**config.mk**
```make
export PLATFORM = sky130hd
export DESIGN_NAME = dport_axi_slave
export DESIGN_NICKNAME = d
export VERILOG_FILES = /design/src/rtl/dport_axi_pkg.sv /design/src/rtl/dport_axi_slave_hold.sv /design/src/rtl/dport_axi_slave.sv
export SDC_FILE = /design/constraint.sdc
export NUM_CORES = 1
export LEC_CHECK = 0
export BUFFER_PORTS_ARGS = -buffer_cell sky130_fd_sc_hd__buf_2
export CORE_UTILIZATION = 40
export CTS_CLUSTER_DIAMETER = 200
export DETAILED_ROUTE_END_ITERATION = 16
export SLEW_MARGIN = 20
export SYNTH_ARGS = -nofsm -noshare
export SYNTH_HDL_FRONTEND = slang
export SYNTH_SLANG_ARGS = --single-unit
```
**constraint.sdc**
```tcl
create_clock -name clk -period 6.5 [get_ports clk]
set_clock_uncertainty 0.05 [all_clocks]
set_input_delay 0 -clock clk [delete_from_list [all_inputs] [get_ports clk]]
set_output_delay 0 -clock clk [all_outputs]
set_load 0.005 [all_outputs]
```
**src/rtl/dport_axi_pkg.sv**
```systemverilog
// rtl/dport_axi_pkg.sv - shared FSM encodings and AXI response codes for dport_axi_slave
package dport_axi_pkg;

    typedef enum logic [1:0] {
        ST_IDLE = 2'd0,
        ST_REQ  = 2'd1,
        ST_WAIT = 2'd2,
        ST_RESP = 2'd3
    } state_t;

    localparam logic [1:0] RESP_OKAY   = 2'b00;
    localparam logic [1:0] RESP_SLVERR = 2'b10;

    // Map the memory-side error flag onto an AXI response code
    function automatic logic [1:0] ack_resp(input logic err);
        return err ? RESP_SLVERR : RESP_OKAY;
    endfunction

endpackage

```
**src/rtl/dport_axi_slave_hold.sv**
```systemverilog
// rtl/dport_axi_slave_hold.sv - one-entry holding register for an AXI request channel
module dport_axi_slave_hold #(
    parameter int W = 32
) (
    input  logic         clk,
    input  logic         rst,
    input  logic         i_valid,
    input  logic [W-1:0] i_data,
    input  logic         i_clear,
    output logic         o_full,
    output logic [W-1:0] o_data
);

    logic         r_full;
    logic [W-1:0] r_data;

    // Capture when empty; clear takes priority (ready is low while full, so no overlap)
    always_ff @(posedge clk or posedge rst) begin
        if (rst) begin
            r_full <= 1'b0;
            r_data <= '0;
        end else if (i_clear) begin
            r_full <= 1'b0;
        end else if (i_valid && !r_full) begin
            r_full <= 1'b1;
            r_data <= i_data;
        end
    end

    assign o_full = r_full;
    assign o_data = r_data;

endmodule

```
**src/rtl/dport_axi_slave.sv**
```systemverilog
// rtl/dport_axi_slave.sv - AXI4-Lite responder driving a single-outstanding core memory port
module dport_axi_slave
    import dport_axi_pkg::*;
#(
    parameter int ADDR_W     = 32,
    parameter bit READ_FIRST = 1'b1
) (
    input  logic              clk,
    input  logic              rst,
    input  logic              axi_awvalid_i,
    input  logic [ADDR_W-1:0] axi_awaddr_i,
    output logic              axi_awready_o,
    input  logic              axi_wvalid_i,
    input  logic [31:0]       axi_wdata_i,
    input  logic [3:0]        axi_wstrb_i,
    output logic              axi_wready_o,
    output logic              axi_bvalid_o,
    output logic [1:0]        axi_bresp_o,
    input  logic              axi_bready_i,
    input  logic              axi_arvalid_i,
    input  logic [ADDR_W-1:0] axi_araddr_i,
    output logic              axi_arready_o,
    output logic              axi_rvalid_o,
    output logic [31:0]       axi_rdata_o,
    output logic [1:0]        axi_rresp_o,
    input  logic              axi_rready_i,
    output logic [ADDR_W-1:0] mem_addr_o,
    output logic [31:0]       mem_data_wr_o,
    output logic              mem_rd_o,
    output logic [3:0]        mem_wr_o,
    input  logic              mem_accept_i,
    input  logic              mem_ack_i,
    input  logic              mem_error_i,
    input  logic [31:0]       mem_data_rd_i
);

    localparam logic [ADDR_W-1:0] ADDR_MASK = ~ADDR_W'(3);

    state_t            r_state;
    logic              r_alive;
    logic              r_is_rd;
    logic              r_last_rd;
    logic              r_mem_rd;
    logic [3:0]        r_mem_wr;
    logic [ADDR_W-1:0] r_mem_addr;
    logic [31:0]       r_mem_data;
    logic              r_bvalid;
    logic [1:0]        r_bresp;
    logic              r_rvalid;
    logic [1:0]        r_rresp;
    logic [31:0]       r_rdata;

    logic              w_aw_full, w_w_full, w_ar_full;
    logic [ADDR_W-1:0] w_aw_addr, w_ar_addr;
    logic [35:0]       w_w_data;
    logic              w_wr_rdy, w_rd_rdy, w_pick_rd, w_in_idle;
    logic              w_clr_ar, w_clr_wr, w_ack_take;

    // Readies stay low until the first edge after reset so every ready output reads 0 in reset
    dport_axi_slave_hold #(.W(ADDR_W)) u_aw_hold (
        .clk(clk), .rst(rst), .i_valid(axi_awvalid_i & r_alive), .i_data(axi_awaddr_i),
        .i_clear(w_clr_wr), .o_full(w_aw_full), .o_data(w_aw_addr)
    );
    dport_axi_slave_hold #(.W(36)) u_w_hold (
        .clk(clk), .rst(rst), .i_valid(axi_wvalid_i & r_alive), .i_data({axi_wstrb_i, axi_wdata_i}),
        .i_clear(w_clr_wr), .o_full(w_w_full), .o_data(w_w_data)
    );
    dport_axi_slave_hold #(.W(ADDR_W)) u_ar_hold (
        .clk(clk), .rst(rst), .i_valid(axi_arvalid_i & r_alive), .i_data(axi_araddr_i),
        .i_clear(w_clr_ar), .o_full(w_ar_full), .o_data(w_ar_addr)
    );

    assign w_wr_rdy   = w_aw_full & w_w_full;
    assign w_rd_rdy   = w_ar_full;
    // The last-grant flag only moves on contested cycles, so back-to-back contests alternate
    assign w_pick_rd  = w_rd_rdy & (~w_wr_rdy | ~r_last_rd);
    assign w_in_idle  = (r_state == ST_IDLE);
    assign w_clr_ar   = w_in_idle & w_pick_rd;
    assign w_clr_wr   = w_in_idle & ~w_pick_rd & w_wr_rdy;
    assign w_ack_take = mem_ack_i & (((r_state == ST_REQ) & mem_accept_i) | (r_state == ST_WAIT));

    // Transaction FSM: dispatch, memory request/response, AXI response handshake
    always_ff @(posedge clk or posedge rst) begin
        if (rst) begin
            r_state    <= ST_IDLE;
            r_alive    <= 1'b0;
            r_is_rd    <= 1'b0;
            r_last_rd  <= ~READ_FIRST;
            r_mem_rd   <= 1'b0;
            r_mem_wr   <= 4'd0;
            r_mem_addr <= '0;
            r_mem_data <= '0;
            r_bvalid   <= 1'b0;
            r_bresp    <= RESP_OKAY;
            r_rvalid   <= 1'b0;
            r_rresp    <= RESP_OKAY;
            r_rdata    <= '0;
        end else begin
            r_alive <= 1'b1;
            case (r_state)
                ST_IDLE: begin
                    if (w_clr_ar) begin
                        if (w_wr_rdy) r_last_rd <= 1'b1;
                        r_is_rd    <= 1'b1;
                        r_mem_rd   <= 1'b1;
                        r_mem_addr <= w_ar_addr & ADDR_MASK;
                        r_mem_data <= '0;
                        r_state    <= ST_REQ;
                    end else if (w_clr_wr) begin
                        if (w_rd_rdy) r_last_rd <= 1'b0;
                        r_is_rd <= 1'b0;
                        if (w_w_data[35:32] == 4'd0) begin
                            // Nothing to write: answer immediately without touching memory
                            r_bvalid <= 1'b1;
                            r_bresp  <= RESP_OKAY;
                            r_state  <= ST_RESP;
                        end else begin
                            r_mem_wr   <= w_w_data[35:32];
                            r_mem_addr <= w_aw_addr & ADDR_MASK;
                            r_mem_data <= w_w_data[31:0];
                            r_state    <= ST_REQ;
                        end
                    end
                end
                ST_REQ: begin
                    if (mem_accept_i) begin
                        r_mem_rd   <= 1'b0;
                        r_mem_wr   <= 4'd0;
                        r_mem_addr <= '0;
                        r_mem_data <= '0;
                        r_state    <= ST_WAIT;
                    end
                end
                ST_WAIT: ;
                ST_RESP: begin
                    if ((r_bvalid && axi_bready_i) || (r_rvalid && axi_rready_i)) begin
                        r_bvalid <= 1'b0;
                        r_rvalid <= 1'b0;
                        r_state  <= ST_IDLE;
                    end
                end
                default: r_state <= ST_IDLE;
            endcase
            if (w_ack_take) begin
                if (r_is_rd) begin
                    r_rvalid <= 1'b1;
                    r_rresp  <= ack_resp(mem_error_i);
                    r_rdata  <= mem_data_rd_i;
                end else begin
                    r_bvalid <= 1'b1;
                    r_bresp  <= ack_resp(mem_error_i);
                end
                r_state <= ST_RESP;
            end
        end
    end

    assign axi_awready_o = r_alive & ~w_aw_full;
    assign axi_wready_o  = r_alive & ~w_w_full;
    assign axi_arready_o = r_alive & ~w_ar_full;
    assign axi_bvalid_o  = r_bvalid;
    assign axi_bresp_o   = r_bresp;
    assign axi_rvalid_o  = r_rvalid;
    assign axi_rresp_o   = r_rresp;
    assign axi_rdata_o   = r_rdata;
    assign mem_addr_o    = r_mem_addr;
    assign mem_data_wr_o = r_mem_data;
    assign mem_rd_o      = r_mem_rd;
    assign mem_wr_o      = r_mem_wr;

endmodule

```
==> flow_metrics.env <==
export IMPL_outcome="completed"
export IMPL_dieHeight_um=147.7
export IMPL_diodes=0
export IMPL_dieArea_um2=21820
export IMPL_viasPerCell=4.923
export IMPL_overflow=0
export IMPL_setup_violations=0
export IMPL_arrival_ns=3.35
export IMPL_hold_path_class="in2reg"
export IMPL_clk_pin_slew_ns=0.06
export IMPL_slowest_delay_ns=0.77
export IMPL_drc=0
export IMPL_synth_mux_area_frac=0.2134
export IMPL_synth_ff_type="dfrtp_1"
export IMPL_ioPinCount=252
export IMPL_fin_crit_sh=0.4601
export IMPL_seq_area_um2=5205
export IMPL_syn_avg_cell_area_um2=15.56
export IMPL_grt_pass1_vias=6440
export IMPL_grt_busiest_layer="met2"
export IMPL_worst_slack_ns=3.509
export IMPL_fin_nets=1070
export IMPL_maxSlewHeadroom=0.3185
export IMPL_p_leak_nw=5.687
export IMPL_synth_compound_area_frac=0.1075
export IMPL_dp_hpwl_um=13100
export IMPL_fin_cells=1208
export IMPL_placed_cell_area_um2=9888
export IMPL_initial_core_util=0.4145
export IMPL_holdWs_ns=0.1544
export IMPL_crit_path_max_fanout=38
export IMPL_final_area_um2=11990
export IMPL_startpoint_type="flip-flop"
export IMPL_cap_viol_max_count=0
export IMPL_finalWirelength_um=20600
export IMPL_yosys_register_bits=208
export IMPL_grtUsageMet3=0.02932
export IMPL_fmax_mhz=334.4
export IMPL_synth_distinct_cells=41
export IMPL_rows=52
export IMPL_use_met2=0.3472
export IMPL_postCtsSetupBuffers=0
export IMPL_yosysTopAreaCell="dfrtp_1"
export IMPL_synth_top_family_by_area="multiplexers"
export IMPL_clockBufferDepth=3
export IMPL_yosysMostFrequentCell="dfrtp_1"
export IMPL_synth_top_area_frac=0.6128
export IMPL_ys_top_cells_by_count="dfrtp_1, mux2_2, mux2_1"
export IMPL_slowest_stage="a311o_2"
export IMPL_dr_total_vias=5947
export IMPL_synth_area_um2=8494
export IMPL_power_density_nw_per_um2=429.4
export IMPL_grt_max_degree=131
export IMPL_vdd_drop_max_uv=229.0
export IMPL_htreeDepth=1
export IMPL_yosys_area_share_simple=0.02799
export IMPL_r2r_cells=6
export IMPL_path_cells="inv_1 -> ha_1 -> nor2b_1 -> a311o_2 -> buf_4 -> o2bb2ai_2"
export IMPL_synthTopCellsByArea="dfrtp_1, mux2_2, mux2_1"
export IMPL_cts_tree="yes"
export IMPL_postLayoutCoreUtil=0.5850
export IMPL_grt_usage=0.1908
export IMPL_root_buffer="clkbuf_16"
export IMPL_tightestPinTransition_ns=1.022
export IMPL_die_w_um=147.7
export IMPL_endpoint_kind="flip-flop"
export IMPL_cts_hold_repair_buffers=137
export IMPL_yosysWarnings=0
export IMPL_clk_latency_ns=0.50
export IMPL_cts_buffers=23
export IMPL_multi_input_area_um2=3049
export IMPL_drt_wirelength_per_cell_um=17.05
export IMPL_first_pass_iters=4
export IMPL_grt_util_met1=0.2334
export IMPL_crit_required_ns=6.86
export IMPL_portBuffers=244
export IMPL_synth_edf_count=0
export IMPL_hold_depth=5
export IMPL_drtAntennaViolNets=0
export IMPL_dpl_worst_slack_ns=3.541
export IMPL_syn_inst=546
export IMPL_setup_tns_ns=0
export IMPL_min_period_ns=2.991
export IMPL_rsz0062_at_grt="no"
export IMPL_synth_fa_ha_area_frac=0.005892
export IMPL_synth_xor_area_frac=0.001031
export IMPL_antenna_found_initial=0
export IMPL_layout_drive_gt1_share=0.4232
export IMPL_areaGrowthSynthToFinish_pct=41.14
export IMPL_fillers=1611
export IMPL_hold_viol=0
export IMPL_dp_cells=1031
export IMPL_dr_first_iter_drc_count=170
export IMPL_clock_sinks=208
export IMPL_seq_area_frac_synth=0.6128
export IMPL_finalMaxSlewViolations=0
export IMPL_critical_path_class="reg2reg"
export IMPL_grt_pass1_wl_um=33350
export IMPL_synth_async_sr_flop_share=1.000
export IMPL_core_um2=20490
export IMPL_cts_resized=0
export IMPL_power_total_mw=5.148
export IMPL_gp_congestion=0.8239
==> worst max-delay path, delay by kind of cell (launching register included) <==
family                     cells  cell delay, ns
DFF                            1            0.41
buffers and inverters          2            0.64
adders and majority gates      1            0.43
and+or+nand+nor                1            0.39
AOI/OAI and AO/OA              2            0.92
==> logic make-up after synthesis <==
| family | count (synthesis) |
|---|---|
| mux | 163 |
| compound gates | 85 |
| simple gates | 40 |
| fa+ha+maj | 4 |
| other cells | 2 |
| xor+xnor | 1 |
| buf+inv | 43 |
| flops | 208 |
==> path summary, 6_finish.rpt <==
| path | from | end | slack [ns] |
|---|---|---|---|
| worst min register to register | axi_rdata_o[10]$_DFFE_PP0P_ | axi_rdata_o[10]$_DFFE_PP0P_ | 0.44 |
| worst min-delay path | axi_bready_i | axi_bvalid_o$_DFF_PP0_ | 0.15 |
| worst max register to register | r_state[1]$_DFFE_PP0P_ | mem_addr_o[17]$_DFFE_PP0P_ | 3.51 |
| min in group asynchronous | rst | u_w_hold.o_data[30]$_DFFE_PP0P_ | 0.16 |
| worst max-delay path | r_state[1]$_DFFE_PP0P_ | mem_addr_o[17]$_DFFE_PP0P_ | 3.51 |
| max in group asynchronous | rst | mem_addr_o[6]$_DFFE_PP0P_ | 4.95 |
==> flip-flops by register name, summed over array words and instances, names as in the netlist, 2 cells and up <==
name,count
mem_addr_o,30
mem_wr_o,4
axi_bresp_o,2
mem_data_wr_o,32
r_state,2
axi_rdata_o,32
u_aw_hold.o_data,30
u_w_hold.o_data,36
u_ar_hold.o_data,30
==> report_power, final <==
part	total [mW]	internal [mW]	switching [mW]
sequential	2.24	1.89	0.357
combinational	1.68	0.910	0.773
clock	1.22	0.735	0.487
==> cells in the final DEF, fill, tap and decap left out, drive strengths merged, types with 3 or more instances in the layout <==
cell / instances
buf: 251
dfrtp: 208
dlygate4sd3: 137
mux2: 133
a22o: 35
clkbuf: 35
mux2i: 30
o2bb2ai: 30
nand2: 12
nor2b: 9
inv: 6
o21ai: 5
a21oi: 5
ha: 4
conb: 4
nand3: 4
nor2: 3
clkinv: 3
==> routing by layer <==
layer	share of wire	wire length, um
met5	0	0
met4	0.023	464
met3	0.048	996
met2	0.51	10600
met1	0.41	8536
==> final cells by class <==
| type | instances | share of cell area |
|---|---|---|
| clock buffers | 35 | 0.05510 |
| clock inverters | 4 | 0.004070 |
| inverters | 6 | 0.002505 |
| multi-input cells | 297 | 0.2543 |
| flip-flops and latches | 208 | 0.4341 |
| well taps | 270 | 0.02818 |
| repair buffers | 388 | 0.2217 |
Note: power is estimated with default switching activity, not from simulation.
